[config.mk]
export PLATFORM = sky130hd
export DESIGN_NAME = operand_fetch_unit
export DESIGN_NICKNAME = d
export VERILOG_FILES = /design/src/rtl/operand_fetch_unit.sv
export SDC_FILE = /design/constraint.sdc
export NUM_CORES = 1
export LEC_CHECK = 0
export ABC_AREA = 1
export CAP_MARGIN = 20
export CORE_MARGIN = 4
export CORE_UTILIZATION = 42
export CTS_BUF_LIST = sky130_fd_sc_hd__clkbuf_4
export CTS_CLUSTER_SIZE = 40
export DETAILED_ROUTE_END_ITERATION = 16
export GPL_TIMING_DRIVEN = 0
export HOLD_SLACK_MARGIN = 0.03
export MAX_ROUTING_LAYER = met4
export PLACE_DENSITY = 0.82
export SLEW_MARGIN = 40
export SYNTH_ARGS = -nofsm -noshare
export SYNTH_HDL_FRONTEND = slang
export SYNTH_SLANG_ARGS = --single-unit
[constraint.sdc]
create_clock -name CLK -period 3.7 [get_ports CLK]
set_input_delay 0.555 -clock CLK [delete_from_list [all_inputs] [get_ports CLK]]
set_output_delay 0.555 -clock CLK [all_outputs]
set_load 0.05 [all_outputs]
[src/rtl/operand_fetch_unit.sv]
// operand_fetch_unit: ID-stage operand read, hazard interlock and ID/EX pipeline latch.
// Define OPFETCH_FWD_EN for EX/MEM/WB bypassing; the default build is a stall-only interlock.
module operand_fetch_unit #(
   parameter int XLEN  = 32,
   parameter int CNT_W = 16
) (
   input  logic             CLK,
   input  logic             Reset,
   input  logic             id_valid,
   input  logic             flush,
   input  logic [4:0]       rs1,
   input  logic [4:0]       rs2,
   input  logic             use_rs1,
   input  logic             use_rs2,
   input  logic [4:0]       rd,
   input  logic             rd_wr,
   input  logic             rd_load,
   input  logic [XLEN-1:0]  rf_rdata1,
   input  logic [XLEN-1:0]  rf_rdata2,
   input  logic [XLEN-1:0]  ex_result,
   input  logic [XLEN-1:0]  mem_result,
   input  logic [XLEN-1:0]  wb_data,
   output logic             id_stall,
   output logic             ex_valid,
   output logic [XLEN-1:0]  ex_op1,
   output logic [XLEN-1:0]  ex_op2,
   output logic [4:0]       ex_rd,
   output logic             ex_regwr,
   output logic [CNT_W-1:0] stall_cnt
);

   // One in-flight instruction as seen by the hazard logic.
   typedef struct packed {
      logic       v;
      logic       wr;
      logic [4:0] rd;
      logic       load;
   } slot_t;

   typedef enum logic {
      RUN   = 1'b0,
      STALL = 1'b1
   } state_e;

   slot_t            s_ex_q, s_ex_d;
   slot_t            s_mem_q;
   slot_t            s_wb_q;
   state_e           state_q, state_d;
   logic [XLEN-1:0]  op1_q, op1_d;
   logic [XLEN-1:0]  op2_q, op2_d;
   logic [CNT_W-1:0] cnt_q, cnt_d;

   logic ex_m1, mem_m1, wb_m1;
   logic ex_m2, mem_m2, wb_m2;
   logic hazard;
   logic issue;

   // A slot only hazards a real, written, non-x0 destination.
   function automatic logic slot_match(input slot_t s, input logic [4:0] src);
      return s.v && s.wr && (s.rd == src) && (src != 5'd0);
   endfunction

   assign ex_m1  = use_rs1 && slot_match(s_ex_q,  rs1);
   assign mem_m1 = use_rs1 && slot_match(s_mem_q, rs1);
   assign wb_m1  = use_rs1 && slot_match(s_wb_q,  rs1);
   assign ex_m2  = use_rs2 && slot_match(s_ex_q,  rs2);
   assign mem_m2 = use_rs2 && slot_match(s_mem_q, rs2);
   assign wb_m2  = use_rs2 && slot_match(s_wb_q,  rs2);

`ifdef OPFETCH_FWD_EN
   // Only a load in EX cannot be bypassed; one bubble moves it to MEM.
   assign hazard = s_ex_q.load && (ex_m1 || ex_m2);
`else
   // WB writes land on the same edge as the ID/EX latch, so WB must be waited out too.
   assign hazard = ex_m1 || mem_m1 || wb_m1 || ex_m2 || mem_m2 || wb_m2;
`endif

   assign id_stall = id_valid && !flush && hazard;
   assign issue    = id_valid && !flush && !hazard;

   // NOTE: every signal assigned in an always_comb gets a default first, so no path can infer a latch.
   always_comb begin
      op1_d = op1_q;
      op2_d = op2_q;
      if (issue) begin
         op1_d = rf_rdata1;
         op2_d = rf_rdata2;
`ifdef OPFETCH_FWD_EN
         // Youngest producer wins.
         if (ex_m1)       op1_d = ex_result;
         else if (mem_m1) op1_d = mem_result;
         else if (wb_m1)  op1_d = wb_data;
         if (ex_m2)       op2_d = ex_result;
         else if (mem_m2) op2_d = mem_result;
         else if (wb_m2)  op2_d = wb_data;
`endif
         if (use_rs1 && (rs1 == 5'd0)) op1_d = '0;
         if (use_rs2 && (rs2 == 5'd0)) op2_d = '0;
      end
   end

   always_comb begin
      s_ex_d = '0;
      if (issue) begin
         s_ex_d.v    = 1'b1;
         s_ex_d.wr   = rd_wr;
         s_ex_d.rd   = rd;
         s_ex_d.load = rd_load;
      end
   end

   always_comb begin
      state_d = state_q;
      case (state_q)
         RUN:   if (id_stall)  state_d = STALL;
         STALL: if (!id_stall) state_d = RUN;
      endcase
   end

   always_comb begin
      cnt_d = cnt_q;
      if (id_stall && (cnt_q != {CNT_W{1'b1}})) cnt_d = cnt_q + 1'b1;
   end

   // NOTE: sequential state uses non-blocking assignments so every register samples pre-edge values.
   // NOTE: all state here is pipeline control, so all of it is reset; there is no storage array to exempt.
   always_ff @(posedge CLK or posedge Reset) begin
      if (Reset) begin
         s_ex_q  <= '0;
         s_mem_q <= '0;
         s_wb_q  <= '0;
         state_q <= RUN;
         op1_q   <= '0;
         op2_q   <= '0;
         cnt_q   <= '0;
      end else begin
         s_ex_q  <= s_ex_d;
         s_mem_q <= s_ex_q;
         s_wb_q  <= s_mem_q;
         state_q <= state_d;
         op1_q   <= op1_d;
         op2_q   <= op2_d;
         cnt_q   <= cnt_d;
      end
   end

   assign ex_valid  = s_ex_q.v;
   assign ex_regwr  = s_ex_q.wr;
   assign ex_rd     = s_ex_q.rd;
   assign ex_op1    = op1_q;
   assign ex_op2    = op2_q;
   assign stall_cnt = cnt_q;

   // Inputs and slot fields the selected configuration has no use for.
   logic unused_bits;
`ifdef OPFETCH_FWD_EN
   assign unused_bits = s_mem_q.load ^ s_wb_q.load;
`else
   assign unused_bits = ^{ex_result, mem_result, wb_data, s_ex_q.load, s_mem_q.load, s_wb_q.load};
`endif

endmodule

== Yosys cells after proc, flatten, opt, wreduce, memory -nomap -nowiden ==
Cells that the tools add are included.

* Register bits: 101
* Input bits: 183
* Output and inout port bits: 88
* Logic and storage cells: 61

* Add/subtract/negate cells: 1
* Equal/unequal tests: 7
* Mux-type cells: 3
* Reduce and logical (&&, ||, !) cells: 38

{| class="wikitable"
|+ Operators with widths
! kind !! count
|-
| 32-bit 2-to-1 mux || 2
|-
| 5-bit equality test || 6
|-
| 1-bit logical AND || 27
|-
| 16-bit by 1-bit adder with 16-bit output, second input constant || 1
|-
| 16-bit != test, second input constant || 1
|-
| 5-bit logical NOT || 2
|-
| 5-bit nonzero test || 2
|-
| 8-bit 2-to-1 mux || 1
|-
| 1-bit logical OR || 5
|-
| 1-bit logical NOT || 2
|}

== Longest topological paths before layout ==
Gate-level depths: netlist (run 1).

* Depth after elaboration: 12
* Mapped depth: 13
* Gate-level depth less buffers: 12

== Least setup slack after synthesis (run 1) ==
Ideal clock, no wire load.

* Path kind: reg-to-output
* Start point: register s_ex_q (netlist bit ex_rd[1])
* End point: output port id_stall
* Data arrival time: 2.571 ns
* Data required time: 3.145 ns
* Path slack: 0.574 ns
* Cell stages (with the launch flop): 12
* Path buffers: 1
* Path through: dfrtp_1 inv_1 nand2_1 nand2_1 nor2_1 nand3_1 nand3_2 nand2_2 nand2_4 inv_4 buf_2 nor3_1

* Cells in the longest elaborated chain, start to end: 10
* Elaborated cells on any way between the ends: 14
* Classes of those cells: 2 x eq/ne; 12 x reduce/logical

{| class="wikitable"
|+ Ends and longest elaborated chain
! item !! line !! RTL
|-
| from (decl) || 45 || <nowiki>slot_t s_ex_q, s_ex_d;</nowiki>
|-
| from (signal assigned) || 129 || <nowiki>s_ex_q <= '0;</nowiki>
|-
| from (signal assigned) || 137 || <nowiki>s_ex_q <= s_ex_d;</nowiki>
|-
| 5-bit equality test || 60 || <nowiki>return s.v && s.wr && (s.rd == src) && (src != 5'd0);</nowiki>
|-
| 1-bit logical AND (2 in series) || 60 ||
|-
| 1-bit logical AND || 63 || <nowiki>assign ex_m1 = use_rs1 && slot_match(s_ex_q, rs1);</nowiki>
|-
| 1-bit logical OR (2 in series) || 75 || <nowiki>assign hazard = ex_m1 || mem_m1 || wb_m1 || ex_m2 || mem_m2 || wb_m2;</nowiki>
|-
| 1-bit logical OR * (3 in series) || 75 ||
|-
| 1-bit logical AND * || 78 || <nowiki>assign id_stall = id_valid && !flush && hazard;</nowiki>
|-
| to (decl) || 23 || <nowiki>output logic id_stall,</nowiki>
|}

Every way passes the cells marked *; elsewhere a longest branch is shown, timed or not.

== Final worst setup path (run 1) ==
* Start point: input port rs2[1]
* End point: output port id_stall

* Cells in the longest elaborated chain, start to end: 8
* Elaborated cells on any way between the ends: 17
* Classes of those cells: 3 x eq/ne; 14 x reduce/logical

{| class="wikitable"
|+ Ends and longest elaborated chain
! item !! line !! RTL
|-
| from (decl) || 12 || <nowiki>input logic [4:0] rs2,</nowiki>
|-
| 5-bit equality test || 60 ||
|-
| 1-bit logical AND (2 in series) || 60 ||
|-
| 1-bit logical AND || 66 || <nowiki>assign ex_m2 = use_rs2 && slot_match(s_ex_q, rs2);</nowiki>
|-
| 1-bit logical OR (2 in series) || 75 ||
|-
| 1-bit logical OR * || 75 ||
|-
| 1-bit logical AND * || 78 ||
|}

Marked as above.

==> run_results.csv, run 1 <==
group,metric,value,unit
run_status,outcome,"finished clean",
worst_setup_path,cp.buffers_inverters,5,
clock_network,clock_latency,0.48,ns
timing,rsz0062_at_grt,"no",
min_path,worstHoldStart,"s_mem_q[6]$_DFF_PP0_",
placement,placedCellCount,1090,
placement,io_buffers,173,
worst_setup_path,r2r_slack,1.83,ns
worst_setup_path,required,3.14,ns
timing,period_minus_slack,3.28,ns
synth,synth.cell_area,5620,µm²
clock_network,cts_max_path_buffers,2,
worst_setup_path,crit_slowest_cell,"clkdlybuf4s50_1",
synth,syn_inst,740,
finish,finalNonFillerCells,1106,
worst_setup_path,worstPathMaxFanout,10,
floorplan,io-pin-count,271,
floorplan,placementRows,42,
global_routing,grt_pass1_wl,23.8,mm
synth,synth_fp_nets,924,
global_routing,grt_use_total,20.6,%
synth,yosysWarnings,0,
timing,final-max-slew-violation-count,0,
power_and_ir_drop,p_leak,4.01,nW
timing,fin_hold_ws,0.413,ns
placement,hpwl,11.3,mm
synth,synth_seq_area_share,45.0,%
routing,via_per_inst,4.65,
worst_setup_path,cp-start-kind,"primary input",
worst_setup_path,critPathArrivalTime,2.72,ns
worst_setup_path,end_kind,"primary output",
placement,pre_cts_slack,0.0385,ns
clock_network,cts_hold_buf,0,
global_routing,grt_start_max_net_pins,52,
timing,clock.fmax,305,MHz
worst_setup_path,cpMostUsedCell,"nand2_1",
timing,finalSetupViolations,0,
global_routing,grt_pass1_vias,4848,
floorplan,fp.dieH,124,µm
synth,ys_seq_elements,101,
power_and_ir_drop,power_density,359,nW/µm²
worst_setup_path,cpPeakStageDelay,0.55,ns
timing,finalWorstSetupSlack,0.421,ns
floorplan,start_util,42.6,%
global_routing,antenna_found_initial,1,
worst_setup_path,timing.rr.start,"ex_rd[4]$_DFF_PP0_",
routing,drc,0,
worst_setup_path,startpoint,"rs2[1]",
synth,synth.distinct_cells,28,
floorplan,die_area,15300,µm²
floorplan,coreArea,13200,µm²
finish,final_nets,1109,
clock_network,cts_buffers,9,
synth,avgSynthCellArea,7.60,µm²
worst_setup_path,critPathKind,"primary input to primary output",
power_and_ir_drop,finalPower,0.00279,W
timing,tightest_slew,0.689,ns
floorplan,die_w,124,µm
timing,finalCritPeriodShare,88.6,%
routing,wl,15.2,mm
finish,layout-drive-gt1-share,12.1,%
finish,postLayoutCellArea,7770,µm²
timing,slew_headroom,54.0,%
global_routing,grt_remaining_overflow,0,
routing,ant_nets,0,
finish,area_growth,38.2,%
clock_network,clk_pin_slew,0.15,ns
power_and_ir_drop,irDropWorstVdd,227,µV
routing,wl_per_cell,13.8,µm
min_path,min_path_type,"register to register",
timing,final-hold-violation-count,0,
clock_network,root_buffer,"clkbuf_4",
routing,first_iter_violations,449,
worst_setup_path,crit_chain,"clkdlybuf4s50_1 -> inv_2 -> nand2_1 -> nand2_1 -> nor2_1 -> nand3_1 -> nand3_2 -> nand2_2 -> nand2_4 -> inv_4 -> buf_2 -> nor3_1 -> dlymetal6s2s_1",
routing,vias,5142,
run,cap_violations,0,
timing,skew,0.0176,ns
routing,drt_first_pass_iters,5,
placement,post_dp_cell_area,7610,µm²
placement,gp_congestion,0.861,
clock_network,tritoncts,"yes",
clock_network,htreeDepth,3,
clock_network,clock-sinks,101,
worst_setup_path,cp_top_family,"buffers and inverters",
## stage by stage
step / utilization, % / TNS (ns)
global route: 58.9 / 0
finish: 58.9 / 0
detailed placement: 57.7 / 0
CTS: 58.9 / 0
floorplan: - / 0
global placement: 57.4 / -114.29
## synth_stat cells (all sizes together)
master,instances,area [µm²]
nand4,21,131
nand3,83,688
buf,24,218
o21ai,9,45.0
clkbuf,7,26.3
xnor2,3,26.3
ha,1,12.5
dfrtp,101,2530
nand2,249,957
nor3,8,56.3
nor2,104,393
xor2,10,87.6
inv,120,453
## final timing paths
check                                         end  cells past startpoint
max                                      id_stall                     13
min reg2reg                   s_wb_q[6]$_DFF_PP0_                      0
min in group asynchronous     s_wb_q[7]$_DFF_PP0_                      2
min                           s_wb_q[6]$_DFF_PP0_                      0
max in group asynchronous   ex_op1[7]$_DFFE_PP0P_                      3
max reg2reg                ex_op1[10]$_DFFE_PP0P_                     13
## report_power, final
| group | internal [W] | switching (W) | total, W |
|---|---|---|---|
| clock | 0.000270 | 0.000379 | 0.000649 |
| sequential | 0.00120 | 0.0000597 | 0.00126 |
| combinational | 0.000318 | 0.000563 | 0.000881 |
| total | 0.00179 | 0.00100 | 0.00279 |
## final cells by class
class	count	area, µm²
repair buffers	174	1760
clock inverters	6	86.3
inverters	120	460
fillers	1242	5420
well taps	176	220
plain buffers	31	244
multi-input cells	488	2400
flip-flops and latches	101	2530
diodes	1	2.50
clock buffers	9	67.6
## sequential cells by signal, summed over array words and instances, names as in the netlist
register and count:
ex_op1 32, ex_op2 32, ex_rd 5, ex_regwr 1
ex_valid 1, s_mem_q 7, s_wb_q 7, stall_cnt 16
## layer usage
layer	vias to the layer above	GRT usage (%)	wire [µm]
met2	157	32.2	7190
met3	24	5.77	1040
met1	2353	26.1	6690
li1	2608	-	-
met4	0	6.30	292
met5	-	-	0
## cell families (layout without fill, tap and decap cells)
logic type | Yosys count | after routing | share of synthesized area [%]
AOI/OAI and AO/OA | 9 | 9 | 0.801
xor gates and xnor gates | 13 | 13 | 2.03
adders and majority gates | 1 | 1 | 0.223
buffers and inverters | 151 | 340 | 12.4
DFF | 101 | 101 | 45.0
other | 0 | 1 | 0
and+or+nand+nor | 465 | 465 | 39.6
## what timing repair did
action / in CTS / in global routing
setup buffers: 0 / 0
setup endpoints to repair: 0 / 1
gates resized for setup: 0 / 1
## worst reg2reg max path: cells and delay by family, from the launching register on
kind,cells,cell delay (ns)
buf+inv,3,0.41
flops,1,0.45
simple gates,10,0.95
## cells in the final DEF, fill, tap and decap left out, types with 5 or more instances in the layout
| master | instances |
|---|---|
| clkdlybuf4s50_1 | 172 |
| nand4_1 | 21 |
| o21ai_1 | 6 |
| nor2_1 | 103 |
| clkbuf_4 | 9 |
| inv_1 | 108 |
| buf_2 | 13 |
| nand2_1 | 244 |
| inv_2 | 10 |
| nor3_1 | 6 |
| nand3_2 | 52 |
| xor2_1 | 10 |
| nand3_1 | 30 |
| clkbuf_1 | 7 |
| dfrtp_1 | 101 |
| buf_12 | 5 |
No activity file was read; power rests on OpenSTA's default activity.
==> inputs of run 2 (changes only) <==
--- a/config.mk
+++ b/config.mk
@@ -13,7 +13,7 @@
 export CTS_CLUSTER_SIZE = 40
 export DETAILED_ROUTE_END_ITERATION = 16
 export GPL_TIMING_DRIVEN = 0
-export HOLD_SLACK_MARGIN = 0.03
+export HOLD_SLACK_MARGIN = 0.12
 export MAX_ROUTING_LAYER = met4
 export PLACE_DENSITY = 0.82
 export SLEW_MARGIN = 40
==> results of run 2 <==
No change in the layout: final DEF, timing and power equal those of run 1.
==> inputs of run 3 (changes only) <==
--- a/config.mk
+++ b/config.mk
@@ -12,7 +12,6 @@
 export CTS_BUF_LIST = sky130_fd_sc_hd__clkbuf_4
 export CTS_CLUSTER_SIZE = 40
 export DETAILED_ROUTE_END_ITERATION = 16
-export GPL_TIMING_DRIVEN = 0
 export HOLD_SLACK_MARGIN = 0.12
 export MAX_ROUTING_LAYER = met4
 export PLACE_DENSITY = 0.82
==> run_results.csv, run 3 (synthesized netlist as in run 1, its figures left out) <==
group,metric,value,unit
run_status,outcome,"finished clean",
global_routing,grt_start_max_net_pins,82,
finish,mostFrequentLayoutCells,"244 x nand2_1, 172 x clkdlybuf4s50_1, 108 x inv_1",
finish,postLayoutCellArea,7520,µm²
finish,layout-drive-gt1-share,10.3,%
timing,finalWorstSetupSlack,0.663,ns
clock_network,cts_hold_buf,0,
min_path,min_to,"s_wb_q[7]$_DFF_PP0_",
floorplan,placementRows,42,
finish,final_common_cell,"nand2_1",
floorplan,coreArea,13200,µm²
placement,hpwl,9.82,mm
worst_setup_path,timing.rr.end,"ex_op1[27]$_DFFE_PP0P_",
clock_network,clk_pin_slew,0.14,ns
worst_setup_path,reg2reg_depth,12,
worst_setup_path,cp-start-kind,"primary input",
global_routing,grt_pass1_wl,22.7,mm
timing,final-hold-violation-count,0,
finish,multiInputGateArea,2410,µm²
clock_network,root_buffer,"clkbuf_4",
worst_setup_path,critPathKind,"primary input to primary output",
timing,tns,0,ns
min_path,min_path_type,"register to register",
global_routing,grt_use_total,19.3,%
clock_network,clock-sinks,101,
timing,clock.fmax,329,MHz
routing,wl_per_cell,13.0,µm
min_path,whs_path_depth,0,
worst_setup_path,end_kind,"primary output",
clock_network,post_cts_buffers,0,
worst_setup_path,worstPathMaxFanout,18,
finish,final_nets,1083,
worst_setup_path,critPathArrivalTime,2.48,ns
floorplan,start_util,42.6,%
clock_network,htreeDepth,3,
clock_network,cts_buffers,9,
routing,drt_first_pass_iters,4,
global_routing,grt_remaining_overflow,0,
finish,fillCellCount,1235,
routing,wl,14.1,mm
finish,regArea,2530,µm²
placement,placedCellCount,1064,
power_and_ir_drop,p_leak,3.85,nW
routing,vias,4988,
floorplan,die_w,124,µm
clock_network,cts_max_path_buffers,2,
floorplan,fp.dieH,124,µm
routing,drc,0,
timing,finalSetupViolations,0,
min_path,worstHoldStart,"s_mem_q[7]$_DFF_PP0_",
floorplan,io-pin-count,271,
timing,rsz0062_at_grt,"no",
clock_network,clock_latency,0.46,ns
timing,slew_headroom,47.9,%
power_and_ir_drop,irDropWorstVdd,184,µV
timing,skew,0.0146,ns
routing,first_iter_violations,283,
global_routing,antenna_found_initial,0,
clock_network,tritoncts,"yes",
placement,gp_congestion,0.895,
worst_setup_path,r2r_slack,1.26,ns
floorplan,die_area,15300,µm²
clock_network,cts_resized,0,
timing,tightest_slew,0.781,ns
timing,final-max-slew-violation-count,0,
routing,ant_nets,0,
timing,period_minus_slack,3.04,ns
power_and_ir_drop,power_density,347,nW/µm²
run,cap_violations,0,
routing,via_per_inst,4.62,
finish,n_antenna_cell,0,
placement,post_dp_cell_area,7420,µm²
placement,io_buffers,173,
worst_setup_path,required,3.14,ns
global_routing,grt_pass1_vias,4661,
finish,finalNonFillerCells,1079,
finish,area_growth,33.8,%
placement,pre_cts_slack,0.539,ns
worst_setup_path,timing.rr.start,"ex_rd[4]$_DFF_PP0_",
timing,finalCritPeriodShare,82.1,%
==> run 3: changes by cell type in the layout (fill, tap and decap cells not counted), moves of 2 or more <==
cell,delta
buf_12,-2
buf_2,-13
bufinv_16,-2
clkbuf_1,-7
clkinv_1,+4
clkinv_2,-2
nor2_1,-2
==> run 3: final cells by class <==
cell class | count | area share (%)
Clock buffer | 9 | 0.898
Clock inverter | 6 | 0.416
Inverter | 120 | 6.06
Multi-Input combinational cell | 488 | 32.0
Sequential cell | 101 | 33.6
Tap cell | 176 | 2.93
Timing Repair Buffer | 179 | 24.1
==> run 3: how the worst max path moves through the flow <==
stage                 from                endpoint  slack (ns)  depth (start not counted)
finish              rs2[2]                id_stall        0.66                         12
global placement    rs1[3]  ex_op1[26]$_DFFE_PP0P_        0.51                         11
detailed placement  rs1[2]  ex_op1[27]$_DFFE_PP0P_        0.54                         11
floorplan            Reset   ex_op1[0]$_DFFE_PP0P_        0.50                          1
CTS                 rs1[2]                id_stall        0.66                         12
global route        rs1[2]                id_stall        0.55                         12
==> run 3: layer usage <==
layer	global-route usage [%]	share of wire [%]	vias to the layer above
met5	-	0	-
met1	24.8	44	2260
met2	29.9	47	148
li1	-	-	2558
met4	7.82	2.2	0
met3	4.18	6.9	22
==> run 3: where the power goes <==
group	switching, W	total [W]	internal, W
clock network	0.000360	0.000487	0.000127
registers	0.0000549	0.00126	0.00120
logic	0.000556	0.000869	0.000314
==> run 3: through the flow <==
stage                     hold WS, ns  util (%)  power [W]
after floorplan                 0.354         -    0.00181
after global placement          0.358      56.3    0.00214
final                           0.389      57.0    0.00261
after CTS                       0.394      57.0    0.00265
after detailed placement        0.360      56.3    0.00215
after global routing            0.410      57.0    0.00276
==> run 3: worst max-delay path, cell delays in order <==
cell	delay [ns]
clkdlybuf4s50_1	0.57
inv_2	0.07
nand2_1	0.06
nand2_1	0.05
nor2_1	0.14
nand3_1	0.11
nand3_2	0.10
nand2_2	0.06
nand2_4	0.21
inv_4	0.16
nor3_1	0.16
buf_4	0.22
==> RTL change 1: new RTL, flow settings as in run 3 <==
Add a define of `OPFETCH_FWD_EN`.
--- a/src/rtl/operand_fetch_unit.sv
+++ b/src/rtl/operand_fetch_unit.sv
@@ -1,5 +1,7 @@
 // operand_fetch_unit: ID-stage operand read, hazard interlock and ID/EX pipeline latch.
 // Define OPFETCH_FWD_EN for EX/MEM/WB bypassing; the default build is a stall-only interlock.
+`define OPFETCH_FWD_EN
+
 module operand_fetch_unit #(
    parameter int XLEN  = 32,
    parameter int CNT_W = 16
Function: changed (Yosys sat finds a counterexample within 4 cycles, from zero or initial values and one cycle with Reset high).
==> RTL change 1 against run 3 <==
  * Worst setup slack better by 140 ps
  * Power is 13% higher
  * Sequential cell count is 1 higher
  * Area after synthesis is 29% higher
  * Non-clock buffer count is 110 higher
  * Routed wire length is 98% higher
  * Clock skew is 5.1 ps higher
  * Design area is 37% higher
  * Fmax is 4.8% higher
  * Critical endpoint unchanged
==> RTL change 1: results (changes against run 3) <==
| Metric | Value |
|---|---|
| Status | completed |
| Reg2reg setup slack | 1550 ps (+290 ps) |
| Port bufs | 270 (+56%) |
| Syn_area_per_cell | 6.06 um2 (-20%) |
| Fin nets | 1,623 (+50%) |
| Comb_multi_in | 874 (+79%) |
| Routed metal-1 wire length | 11.4 mm (+84%) |
| Peak supply drop | 0.182 mV (-0.86%) |
| Final clock-cell share | 1.29% (-0.023 points) |
| RR Startpoint | ex_rd[2] |
| First-pass GRT wire length | 43.2 mm (+91%) |
| WL met2 | 12.9 mm (+96%) |
| R2r endpoint | ex_op2[29] |
| Sequential cell area share | 24.9% (-8.8 points) |
| Count of non-CTS buffers in the layout | 289 (+61%) |
| WP data arrival | 2340 ps (-140 ps) |
| Placer Congestion | 0.956 (+6.7%) |
| Lkg Pwr | 5.60 nW (+45%) |
| Layout cells sized above 1 | 4.02% (-6.3 points) |
| Reg clk slew, reported paths | 180 ps (+40 ps) |
| Starting DRT DRC Count | 712 (+150%) |
| Nonclk inv count | 163 (+36%) |
| Placed insts | 1,648 (+55%) |
| Met3 Use GR | 5.73% (+1.6 points) |
| Vias in the first global route | 8,134 (+75%) |
| Worst-Margin Slew | 731 ps (-50.3 ps) |
| Detailed Place HPWL | 19.8 mm (+100%) |
| Sequential area share after synthesis | 35.1% (-9.9 points) |
RTL change 1: changes by cell type after synthesis, sizes merged, moves of 19 or more:
cell / before / now
nand3: 83 / 137
nand4: 21 / 2
inv: 120 / 163
nand2: 249 / 476
a21oi: 0 / 36
nor2: 104 / 166
RTL change 1: cells by family after synthesis:
group,after synthesis
AND/OR/NAND/NOR,793
buffers and inverters,225
flip-flops,102
AO/OA/AOI/OAI,47
XOR/XNOR,33
adder cells (fa/ha/maj),1
RTL change 1: power by group through the flow:
stage,clock network (mW),logic (mW),registers (mW)
floorplan,0,0.264,1.61
global placement,0,1.07,1.30
detailed placement,0,1.08,1.30
CTS,0.608,1.08,1.28
global route,0.656,1.15,1.29
finish,0.602,1.08,1.28
RTL change 1: worst max-delay path, stage by stage:
cell and delay (ps):
clkdlybuf4s50_1 500, or2_1 280, nor2_2 250, nor2_2 90, nand2_4 220, nand2_4 110, nand3_1 80, inv_1 60
buf_4 180
==> RTL change 2: new RTL, settings of run 3 <==
Without the edit above. `op1_q` no longer has a reset.
--- a/src/rtl/operand_fetch_unit.sv
+++ b/src/rtl/operand_fetch_unit.sv
@@ -130,7 +130,6 @@
          s_mem_q <= '0;
          s_wb_q  <= '0;
          state_q <= RUN;
-         op1_q   <= '0;
          op2_q   <= '0;
          cnt_q   <= '0;
       end else begin
@@ -138,10 +137,13 @@
          s_mem_q <= s_ex_q;
          s_wb_q  <= s_mem_q;
          state_q <= state_d;
-         op1_q   <= op1_d;
          op2_q   <= op2_d;
          cnt_q   <= cnt_d;
       end
+   end
+
+   always_ff @(posedge CLK) begin
+      op1_q <= op1_d;
    end
 
    assign ex_valid  = s_ex_q.v;
Formal check against the unedited RTL: not equivalent (a bounded check fails within 4 cycles, from zero or initial values and one cycle with Reset high).
==> RTL change 2 against run 3 <==
  * Count of clock-buffer cells in the layout rose by 2
  * Clock power is 34% higher
  * Cell count fell by 12%
  * Synthesized cell count decreased by 15%
  * Routed wire length decreased by 10%
  * Sequential cell count unchanged
  * Worst setup slack gained 97 ps
  * Design area decreased by 7.0%
  * Power down 0.62%
  * Area after synthesis fell by 12%
  * Fmax is 3.3% higher
  * Sequential share of layout area up 4.8 points
  * Critical path type unchanged
  * Largest power group unchanged
==> RTL change 2: results (changes against run 3) <==
| Metric | Value |
|---|---|
| Most instantiated cells after synthesis | 181 x nand2_1, 109 x inv_1, 103 x nor2_1 |
| TritonRoute pass-1 iters | 4 (unchanged) |
| CTS Buf Count | 9 (unchanged) |
| CTS max path bufs | 2 (unchanged) |
| Asr flop ratio synth | 68.3% (-32 points) |
| Skew-Pair Late Insertion Delay | around 470 ps |
| Top layer in use | met4 |
| Routed vias/inst | 4.66 (+0.90%) |
| Starting DRT DRC Count | 320 (+13%) |
| Slowest-stage cell, CP | clkdlybuf4s50_1 |
| Reg clk slew, reported paths | ~150 ps |
| Top area cells in the synthesized netlist | dfrtp_1 35%, edfxtp_1 19%, nand2_1 14%, inv_1 8.2%, nor2_1 7.8% |
| Layout cells sized above 1 | 5.82% (-4.5 points) |
| H-tree depth | 3 (unchanged) |
| Switching Power | 828 uW (-15%) |
| Final clock skew | 10.2 ps (-4.41 ps) |
| Placed Area | 0.00684 mm2 (-7.9%) |
| Peak supply drop | 0.213 mV (+16%) |
| Hold Crit Class | reg -> reg |
| Final WL | 12.6 mm (-10%) |
| Gr usage total | 19.0% (-0.36 points) |
| Antenna Cells | 0 (unchanged) |
| First-pass GRT wire length | 19.7 mm (-13%) |
| Port bufs | 173 (unchanged) |
| Post-synth EDFFs | 32 (+32) |
| Max-slew headroom | 53.3% (+5.4 points) |
| Post-CTS Repair Setup Buffers | 0 (unchanged) |
| Placer Congestion | 0.902 (+0.73%) |
| Ys Warns | 0 (unchanged) |
| Synth cell types | 24 (-14%) |
| Sequential area share after synthesis | 54.1% (+9.1 points) |
| Initial antenna violation count | 0 (unchanged) |
| Vias in the first global route | 4,155 (-11%) |
| Met3 routed WL | 1.04 mm (+6.3%) |
| Root Buffer | clkbuf_4 |
| WL met2 | 5.88 mm (-11%) |
| Worst path max stage delay | 560 ps |
| Syn Nets | 815 (-12%) |
| Fin nets | 986 (-9.0%) |
| Detailed Place HPWL | 9.16 mm (-6.8%) |
| Status | completed |
| WP data arrival | 2390 ps (-90 ps) |
| CP delay by family, top | buffers and inverters |
| Lkg Pwr | 3.46 nW (-10%) |
| Cts repair resizes | 0 (unchanged) |
| Pin count of the biggest net entering global routing | 39 (-52%) |
| Routed metal-1 wire length | 5.49 mm (-12%) |
| CP max FO | 18 (unchanged) |
==> RTL change 2: logic make-up after synthesis <==
family / synth area share (%)
simple gates: 31.1
buf+inv: 11.3
flops: 54.1
xor+xnor: 2.29
compound gates: 1.01
fa+ha+maj: 0.252
==> RTL change 2: area by class of cell <==
class | count | area (um2)
timing repair buffer | 181 | 1790
sequential | 101 | 2690
inverter | 119 | 449
fill | 997 | 4520
tap | 143 | 179
multi-input combinational | 390 | 1730
clock inverter | 5 | 75.1
clock buffer | 11 | 82.6
==> RTL change 2: worst paths after layout <==
check / startpoint / to / slack [ps] / cells after the start
max: rs2[2] / id_stall / 760 / 12
min in group asynchronous: Reset / ex_op2[0] / 510 / 2
max reg2reg: s_mem_q[4] / ex_op1[20] / 1600 / 12
min reg2reg: s_mem_q[7] / s_wb_q[7] / 400 / 0
max in group asynchronous: Reset / ex_op2[11] / 2450 / 3
min: s_mem_q[7] / s_wb_q[7] / 400 / 0
==> RTL change 2: worst register-to-register path: cells and delay by family, from the launching register on <==
family / cells / cell delay [ps]
and+or+nand+nor: 7 / 590
buffers and inverters: 4 / 660
DFF: 1 / 430
AOI/OAI and AO/OA: 1 / 90
==> RTL change 2: routing by layer <==
metal  GRT usage, %  up-vias
met5              -        -
met4           7.49        0
met3           5.09       18
met2           29.6      166
met1           23.5     1991
li1               -     2256
==> RTL change 2: per-stage QoR <==
step | cells | hold slack, ps | setup WS (ps) | total power [mW] | util (%)
floorplan | 631 | 354 | 582 | 1.69 | -
global placement | 934 | 357 | 774 | 1.96 | 59.4
detailed placement | 934 | 369 | 776 | 1.97 | 59.4
CTS | 950 | 402 | 746 | 2.62 | 60.7
global route | 950 | 421 | 540 | 2.71 | 60.7
finish | 950 | 399 | 760 | 2.60 | 60.7
==> RTL change 2: power by group through the flow <==
stage | registers [mW] | clock network, mW | logic (mW)
global route | 1.28 | 0.717 | 0.714
global placement | 1.29 | 0 | 0.666
CTS | 1.27 | 0.675 | 0.676
detailed placement | 1.30 | 0 | 0.674
finish | 1.27 | 0.654 | 0.669
floorplan | 1.55 | 0 | 0.137
